===== config.mk =====
export PLATFORM = sky130hd
export DESIGN_NAME = tile_dispatch_ctrl
export DESIGN_NICKNAME = d
export VERILOG_FILES = /design/src/rtl/tile_dispatch_ctrl_pkg.sv /design/src/rtl/tile_dispatch_ctrl_dispatch_queue.sv /design/src/rtl/tile_dispatch_ctrl.sv
export SDC_FILE = /design/constraint.sdc
export NUM_CORES = 1
export LEC_CHECK = 0
export CAP_MARGIN = 20
export CORE_MARGIN = 5
export CORE_UTILIZATION = 25
export DETAILED_ROUTE_END_ITERATION = 10
export SYNTH_ARGS = -nofsm -noshare
export SYNTH_HDL_FRONTEND = slang
export SYNTH_SLANG_ARGS = --single-unit

===== constraint.sdc =====
create_clock -name iClk -period 4.6 [get_ports iClk]
set_input_delay 1.38 -clock iClk [delete_from_list [all_inputs] [get_ports iClk]]
set_output_delay 1.38 -clock iClk [all_outputs]
set_load 0.02 [all_outputs]

===== src/rtl/tile_dispatch_ctrl_pkg.sv =====
// tile_dispatch_ctrl_pkg
//   Shared definitions for the tiling pipeline: route encoding, dispatcher
//   FSM state encoding and a small helper used to test engine availability.
//   The allocator and the engine wrappers import the same encodings, so a
//   route bit means the same thing everywhere.
package tile_dispatch_ctrl_pkg;

  // Route encoding carried with every decision
  localparam logic ROUTE_CNN  = 1'b1;
  localparam logic ROUTE_LITE = 1'b0;

  // Dispatcher FSM
  typedef enum logic [1:0] {
    ST_IDLE   = 2'd0,
    ST_STREAM = 2'd1,
    ST_DRAIN  = 2'd2
  } disp_state_e;

  // Busy flag of the engine selected by a route bit
  function automatic logic engine_busy(input logic route,
                                       input logic cnn_b,
                                       input logic lite_b);
    return (route == ROUTE_CNN) ? cnn_b : lite_b;
  endfunction

endpackage


===== src/rtl/tile_dispatch_ctrl_dispatch_queue.sv =====
// dispatch_queue
//   Synchronous FIFO holding routing decisions {route, tile_id}.
//   Head entry is presented combinationally on oData (show-ahead).
//   A push while full is accepted only when a pop happens in the same cycle.
//   Ports:
//     iClk, iRst      clock, synchronous active-low reset
//     iPush, iData    write request and entry
//     iPop            consume head (ignored when empty)
//     oData           current head entry
//     oCount          number of valid entries (0..DEPTH)
//     oFull, oEmpty   occupancy flags
module dispatch_queue #(
  parameter  int WIDTH = 5,
  parameter  int DEPTH = 4,
  localparam int AW    = $clog2(DEPTH)
) (
  input  logic             iClk,
  input  logic             iRst,
  input  logic             iPush,
  input  logic [WIDTH-1:0] iData,
  input  logic             iPop,
  output logic [WIDTH-1:0] oData,
  output logic [AW:0]      oCount,
  output logic             oFull,
  output logic             oEmpty
);

  logic [DEPTH-1:0][WIDTH-1:0] mem;
  logic [AW-1:0]               wr_ptr, rd_ptr;
  logic [AW:0]                 count;
  logic                        do_push, do_pop;

  assign oEmpty  = (count == '0);
  assign oFull   = (count == (AW+1)'(DEPTH));
  assign do_pop  = iPop && !oEmpty;
  // The slot freed by a same-cycle pop makes room for the push at full
  assign do_push = iPush && (!oFull || do_pop);

  assign oData  = mem[rd_ptr];
  assign oCount = count;

  // Storage carries no reset; only pointers and count define validity
  always_ff @(posedge iClk) begin
    if (do_push) mem[wr_ptr] <= iData;
  end

  // DEPTH is a power of two, so pointers wrap naturally
  always_ff @(posedge iClk) begin
    if (!iRst) begin
      wr_ptr <= '0;
      rd_ptr <= '0;
      count  <= '0;
    end else begin
      if (do_push) wr_ptr <= wr_ptr + 1'b1;
      if (do_pop)  rd_ptr <= rd_ptr + 1'b1;
      case ({do_push, do_pop})
        2'b10:   count <= count + 1'b1;
        2'b01:   count <= count - 1'b1;
        default: count <= count;
      endcase
    end
  end

endmodule


===== src/rtl/tile_dispatch_ctrl.sv =====
// tile_dispatch_ctrl
//   Sequencer between the workload allocator and the CNN / lite engines.
//   Decisions are queued in order; the head tile is dispatched to its engine
//   once that engine is free, and its TILE_PIXELS pixels are streamed out of
//   the shared pixel FIFO. Each engine holds at most one outstanding tile.
//   Ports:
//     iClk, iRst                 clock, synchronous active-low reset
//     iDecisionValid, iRouteToCnn  decision pulse and its route (1 = CNN)
//     iPixAvail                  pixel FIFO non-empty
//     iCnnDone, iLiteDone        engine completion pulses
//     oRdEn                      pixel FIFO read enable
//     oStreamValid, oStreamSel, oStreamLast  pixel stream to the engines
//     oCnnStart, oLiteStart      one-cycle engine start pulses
//     oTileId                    tile being dispatched / streamed
//     oQueueCount, oOverflow     queue occupancy, sticky drop flag
//     oIdle                      nothing queued, FSM idle, engines free
//     oCnnTiles, oLiteTiles      wrapping per-engine dispatch counters
module tile_dispatch_ctrl
  import tile_dispatch_ctrl_pkg::*;
#(
  parameter int TILE_PIXELS = 256,
  parameter int QUEUE_DEPTH = 4,
  parameter int TILE_ID_W   = 4,
  parameter int CNT_W       = 16
) (
  input  logic                           iClk,
  input  logic                           iRst,
  input  logic                           iDecisionValid,
  input  logic                           iRouteToCnn,
  input  logic                           iPixAvail,
  input  logic                           iCnnDone,
  input  logic                           iLiteDone,
  output logic                           oRdEn,
  output logic                           oStreamValid,
  output logic                           oStreamSel,
  output logic                           oStreamLast,
  output logic                           oCnnStart,
  output logic                           oLiteStart,
  output logic [TILE_ID_W-1:0]           oTileId,
  output logic [$clog2(QUEUE_DEPTH):0]   oQueueCount,
  output logic                           oOverflow,
  output logic                           oIdle,
  output logic [CNT_W-1:0]               oCnnTiles,
  output logic [CNT_W-1:0]               oLiteTiles
);

  localparam int QCW = $clog2(QUEUE_DEPTH) + 1;
  localparam int BW  = (TILE_PIXELS > 1) ? $clog2(TILE_PIXELS) : 1;
  localparam logic [BW-1:0] LAST_BEAT = BW'(TILE_PIXELS - 1);

  disp_state_e          state;
  logic                 cnn_busy, lite_busy;
  logic [TILE_ID_W-1:0] next_id;
  logic [BW-1:0]        beat;

  logic [TILE_ID_W:0]   q_head;
  logic [QCW-1:0]       q_count;
  logic                 q_full, q_empty;
  logic                 head_route;
  logic [TILE_ID_W-1:0] head_id;

  logic dispatch, accept, rd_en, last_beat;

  assign {head_route, head_id} = q_head;

  // Head-of-line: only the head is ever considered, so order is preserved
  assign dispatch = (state == ST_IDLE) && !q_empty &&
                    !engine_busy(head_route, cnn_busy, lite_busy);

  // Mirrors the queue's own acceptance rule so ID and overflow track it
  assign accept = iDecisionValid && (!q_full || dispatch);

  // Reset gates the read so an aborted tile never pulls another pixel
  assign rd_en     = iRst && (state == ST_STREAM) && iPixAvail;
  assign last_beat = rd_en && (beat == LAST_BEAT);

  assign oRdEn       = rd_en;
  assign oQueueCount = q_count;
  assign oIdle       = q_empty && (state == ST_IDLE) && !cnn_busy && !lite_busy;

  dispatch_queue #(
    .WIDTH (TILE_ID_W + 1),
    .DEPTH (QUEUE_DEPTH)
  ) u_queue (
    .iClk   (iClk),
    .iRst   (iRst),
    .iPush  (iDecisionValid),
    .iData  ({iRouteToCnn, next_id}),
    .iPop   (dispatch),
    .oData  (q_head),
    .oCount (q_count),
    .oFull  (q_full),
    .oEmpty (q_empty)
  );

  always_ff @(posedge iClk) begin
    if (!iRst) begin
      state        <= ST_IDLE;
      cnn_busy     <= 1'b0;
      lite_busy    <= 1'b0;
      next_id      <= '0;
      beat         <= '0;
      oStreamValid <= 1'b0;
      oStreamSel   <= 1'b0;
      oStreamLast  <= 1'b0;
      oCnnStart    <= 1'b0;
      oLiteStart   <= 1'b0;
      oTileId      <= '0;
      oOverflow    <= 1'b0;
      oCnnTiles    <= '0;
      oLiteTiles   <= '0;
    end else begin
      oCnnStart  <= 1'b0;
      oLiteStart <= 1'b0;

      // FIFO read latency is one cycle
      oStreamValid <= rd_en;
      oStreamLast  <= last_beat;

      if (accept)                          next_id   <= next_id + 1'b1;
      if (iDecisionValid && !accept)       oOverflow <= 1'b1;

      // Done for an idle engine is a no-op; dispatch below never targets a
      // busy engine, so the two never fight over the same flag
      if (iCnnDone  && cnn_busy)  cnn_busy  <= 1'b0;
      if (iLiteDone && lite_busy) lite_busy <= 1'b0;

      case (state)
        ST_IDLE: begin
          if (dispatch) begin
            state      <= ST_STREAM;
            beat       <= '0;
            oTileId    <= head_id;
            oStreamSel <= head_route;
            if (head_route == ROUTE_CNN) begin
              cnn_busy  <= 1'b1;
              oCnnStart <= 1'b1;
              oCnnTiles <= oCnnTiles + 1'b1;
            end else begin
              lite_busy  <= 1'b1;
              oLiteStart <= 1'b1;
              oLiteTiles <= oLiteTiles + 1'b1;
            end
          end
        end
        ST_STREAM: begin
          // Beat count advances only on actual reads, so stalls stretch time
          // but never change the tile length
          if (rd_en) begin
            if (last_beat) begin
              beat  <= '0;
              state <= ST_DRAIN;
            end else begin
              beat <= beat + 1'b1;
            end
          end
        end
        ST_DRAIN: begin
          // Final FIFO output is presented this cycle
          state <= ST_IDLE;
        end
        default: state <= ST_IDLE;
      endcase
    end
  end

endmodule

# Word-level counts from Yosys, hierarchy flattened
# Cells that the tools add are included.
# totals
reg_bits,85
out_inout_bits,47
wordCells,99
# classes
add_sub_neg,8
magnitude_cmp,3
eq_ne,8
mux,25
bitwise_logic,1
reduce_logical,33
# ops
op,n
adder 16 x 1 -> 16 bit (second input constant),2
2-to-1 mux 8 bit,3
bitwise mux 20 bit,1
one-hot mux 8 bit (2 select lines),1
logical AND 1 bit,15
AND reduction 3 bit,5
2-to-1 mux 1 bit,11
binary-select mux 5 bit (select 2 bit),1
demux 5 bit (select 2 bit),1
2-to-1 mux 5 bit,2
adder 8 x 1 -> 8 bit (second input constant),1
equality test 8 bit (second input constant),1
logical NOT 1 bit,6
less-than comparator 2 x 3 -> 1 bit (second input constant),2
2-to-1 mux 2 bit,3
inequality test 2 bit (second input constant),3
one-hot mux 3 bit (2 select lines),1
adder 2 x 1 -> 2 bit (second input constant),2
adder 4 x 1 -> 4 bit (second input constant),1
equality test 2 x 1 -> 1 bit (second input constant),2
one-hot mux 2 bit (2 select lines),1
nonzero test 2 bit,2
adder 3 x 1 -> 3 bit (second input constant),1
equality test 3 bit (second input constant),1
8 further kinds,9

# Longest topological paths before layout
# depth
ltp_word,10
mapped_depth,15
mapped_depth_nobuf,12

# By module
# From an unflattened synthesis, not the netlist that was laid out.
# hier_totals
hier_cells,374
area_unflattened_um2,3808.7
# modules_own_cells
module,instances,cells_per_inst,area_per_inst_um2
tile_dispatch_ctrl,1,283,2558.7
dispatch_queue,1,91,1249.9

# Worst setup path after synthesis
# No wires, ideal clock.
# synth_path
path_type,reg-to-reg
from,reg u_queue.rd_ptr[0]
to,"reg u_queue.count[2], in the netlist u_queue.oCount[2]"
t_arrival_ps,3172
setup_slack_ps,1357
stages_incl_launch_ff,16
period_less_slack_ps,3243
path_cell_list,dfxtp_1 > buf_6 > mux4_2 > and3_2 > clkbuf_1 > nor2_4 > inv_4 > o21a_4 > inv_2 > buf_6 > ha_1 > inv_1 > fa_1 > xor2_1 > or3_1 > a21oi_1
# synth_between
elab_chain_cells,10
# synth_lines
element,line_no,text
"start, declared",tile_dispatch_ctrl_dispatch_queue.sv:29,"logic [AW-1:0] wr_ptr, rd_ptr;"
"start signal, assigned",tile_dispatch_ctrl_dispatch_queue.sv:55,if (do_pop) rd_ptr <= rd_ptr + 1'b1;
binary-select mux 5 bit (select 2 bit) (*),tile_dispatch_ctrl_dispatch_queue.sv:39,assign oData = mem[rd_ptr];
2-to-1 mux 5 bit (implied by the code) (*),tile_dispatch_ctrl_dispatch_queue.sv:39,
2-to-1 mux 1 bit (*),tile_dispatch_ctrl_pkg.sv:23,return (route == ROUTE_CNN) ? cnn_b : lite_b;
logical NOT 1 bit (*),tile_dispatch_ctrl.sv:68,"!engine_busy(head_route, cnn_busy, lite_busy);"
logical AND 1 bit (*),tile_dispatch_ctrl.sv:67,assign dispatch = (state == ST_IDLE) && !q_empty &&
logical AND 1 bit (*),tile_dispatch_ctrl_dispatch_queue.sv:35,assign do_pop = iPop && !oEmpty;
net u_queue.do_pop,tile_dispatch_ctrl_dispatch_queue.sv:31,"logic do_push, do_pop;"
logical OR 1 bit,tile_dispatch_ctrl_dispatch_queue.sv:37,assign do_push = iPush && (!oFull || do_pop);
logical AND 1 bit,tile_dispatch_ctrl_dispatch_queue.sv:37,
equality test 2 x 1 -> 1 bit or equality test 2 bit (tied branches),tile_dispatch_ctrl_dispatch_queue.sv:56,"case ({do_push, do_pop})"
one-hot mux 3 bit (2 select lines) or nonzero test 2 bit (tied branches),-,
"end signal, assigned",tile_dispatch_ctrl_dispatch_queue.sv:57,2'b10: count <= count + 1'b1;
"end signal, assigned",tile_dispatch_ctrl_dispatch_queue.sv:58,2'b01: count <= count - 1'b1;
"end signal, assigned",tile_dispatch_ctrl_dispatch_queue.sv:59,default: count <= count;
"end, declared",tile_dispatch_ctrl_dispatch_queue.sv:30,logic [AW:0] count;
# Mark *: on every way through the listed nets, which the timed path passes. The rest lies on a longest branch. The select of a mux whose other input is x is not followed.
# A chain may end at the register's enable or synchronous reset.

# Final worst setup path
# layout_path
from,in iRst
to,out oRdEn
# layout_between
elab_chain_cells,2
# layout_lines
element,line_no,text
"start, declared",tile_dispatch_ctrl.sv:27,"input logic iRst,"
logical AND 1 bit (2 in series),tile_dispatch_ctrl.sv:74,assign rd_en = iRst && (state == ST_STREAM) && iPixAvail;
"end, declared",tile_dispatch_ctrl.sv:33,"output logic oRdEn,"
# Every way passes these cells.

==> out/qor.csv <==
metric,value,unit
yosysTopAreaCell,dfxtp_1,
power.total,2.37,mW
layout-drive-gt1-share,6.82,%
ys.flop_type,dfxtp_1,
clock-sinks,85,
tns,0,ns
avgSynthCellArea,9.92,sq um
dpl_cell_area,4350,sq um
postCtsSetupRepairBufs,0,
synth-xor-area-share,7.74,%
core_area,14400,sq um
final-max-slew-violation-count,0,
wirelength,8.12,mm
final.setup.worst_slack,0.442,ns
synth_fa_ha_area_share,3.66,%
drv_cap,0,
grt.total_usage,9.90,%
utilization,32.2,%
crit_path_frequent_cell,clkdlybuf4s50_1,
synth_fp_nets,382,
cts_buffers,9,
yosys_warnings,0,
p_leak,1.64,nW
synthTopCellsByCount,"65 x dfxtp_1, 47 x nor2_1, 40 x nand2_1",
num_rows,44,
area_growth,27.9,%
fin_crit,4.16,ns
die_area,17000,sq um
synth_top_family_by_area,simple AND/OR/NAND/NOR gates,
clk_latency,0.34,ns
required,3.22,ns
post-place-ws,0.443,ns
worstPathArrival,2.78,ns
cts-htree-levels,3,
vias,2777,
fin_hold_ws,0.454,ns
cts.clk_slew.worst_paths,0.06,ns
ios,54,
status,"finished, final reports clean",
num-nets-final,437,
drcViolationCount,0,
critPathLaunchType,primary input,
vdd_drop_max,302,uV
diodes,0,
synth_edf_count,20,
synth.most_common_cell,dfxtp_1,
clockRootBuffer,clkbuf_16,
numPortBuffers,53,
endpoint_kind,primary output,
synth_compound_area_share,5.84,%
dr.pass1.iters,4,
synth-seq-area-share,52.5,%
dieHeight,130,um
synth_seq_cells,85,
ctsLongestPathBuffers,2,
die_x,130,um
dp.cells,593,
crit_path_cell_trace,"clkdlybuf4s50_1, and3b_1, nand2_1, inv_1, clkdlybuf4s50_1",
antenna_left,0,
via_per_inst,4.56,
worst-path-max-fanout,2,
post_drt_wl_per_cell,13.3,um
yosys.area_share.simple,22.8,%
finalHoldViolCount,0,
cts-hold-fix-buffers,0,
relSlewSlack,32.7,%
max_stage_delay,0.60,ns
grt_pass1_vias,2565,
synthesis.area,3620,sq um
async_flop_share,0,%
synthMuxAreaShare,4.08,%
dp_hpwl,5.83,mm
grt_pass1_wl,13.0,mm
final.period_utilization,90.4,%
hp-class,reg -> reg,
antenna_found_initial,0,
fmax,241,MHz
drtIter0Drc,215,
synth.distinct_cells,41,
ys_top_cells_by_area,"dfxtp_1 36%, edfxtp_1 17%, nor2_1 4.9%, xor2_1 4.6%, nand2_1 4.1%",
initial_utilization,25.2,%
gp_congestion,0.791,
gr-total-overflow,0,
netlist.area_leader.share,35.9,%
setup.worst_path.class,in -> out,
skew,0.00452,ns
cts_resized,0,
cts_tree,done,
critPathSlowestCell,clkdlybuf4s50_1,
tightest_slew,1.00,ns
grt_max_degree,50,
fin_area,4630,sq um
setup_violations,0,
grt_setup_unrepaired,no,
power.density,512,nW/um^2
synthCells,365,
finalNonFillerCells,609,
## state kept, by name, indices dropped and copies added (netlist names), 2 cells and up
name / flops
u_queue.mem: 20
oCnnTiles: 16
beat: 8
u_queue.oCount: 3
state: 2
oTileId: 4
oLiteTiles: 16
next_id: 4
u_queue.rd_ptr: 2
u_queue.wr_ptr: 2
## final timing paths
kind,start,slack [ns],end,cells past startpoint
max,iRst,0.44,oRdEn,5
min,oTileId[3],0.45,oTileId[3],2
max reg2reg,u_queue.rd_ptr[0],1.07,u_queue.oCount[2],12
min reg2reg,oTileId[3],0.45,oTileId[3],2
## where the power goes
part / switching [mW] / internal [mW]
clock: 0.285 / 0.417
sequential: 0.0888 / 0.861
combinational: 0.433 / 0.285
total: 0.806 / 1.56
## logic make-up (layout without fill, tap and decap cells)
| family | count (synthesis) | count (layout) |
|---|---|---|
| adders and majority gates | 10 | 10 |
| DFF | 85 | 85 |
| and+or+nand+nor | 166 | 166 |
| AOI/OAI and AO/OA | 38 | 38 |
| buffers and inverters | 27 | 87 |
| muxes | 7 | 7 |
| xor gates and xnor gates | 32 | 32 |
## area by class of cell
class	count	area, sq um
inverter	14	55.1
multi-input combinational	253	1600
clock buffer	11	233
clock inverter	5	51.3
sequential	85	1900
tap	184	230
fill	1458	9740
timing repair buffer	57	561
## worst max-delay path: cells and delay by family
family	cells	cell delay, ns
buffers and inverters	3	1.15
and+or+nand+nor	2	0.24
## cells in the final DEF, fill, tap and decap left out, types with 12 or more instances in the layout
cell type,n
o21ai_0,20
edfxtp_1,20
nand3_1,20
a21oi_1,13
inv_1,12
nor2_1,47
xnor2_1,13
xor2_1,19
nand2_1,40
dfxtp_1,65
clkdlybuf4s50_1,53
## metal layers
metal / wire [um] / vias up / global-route usage [%]
met5: 0 / - / 0
met4: 129 / 0 / 3.33
met3: 535 / 13 / 3.85
met2: 3820 / 77 / 15.3
met1: 3630 / 1310 / 12.7
li1: - / 1377 / -
Power figures use the tool's default switching activity.
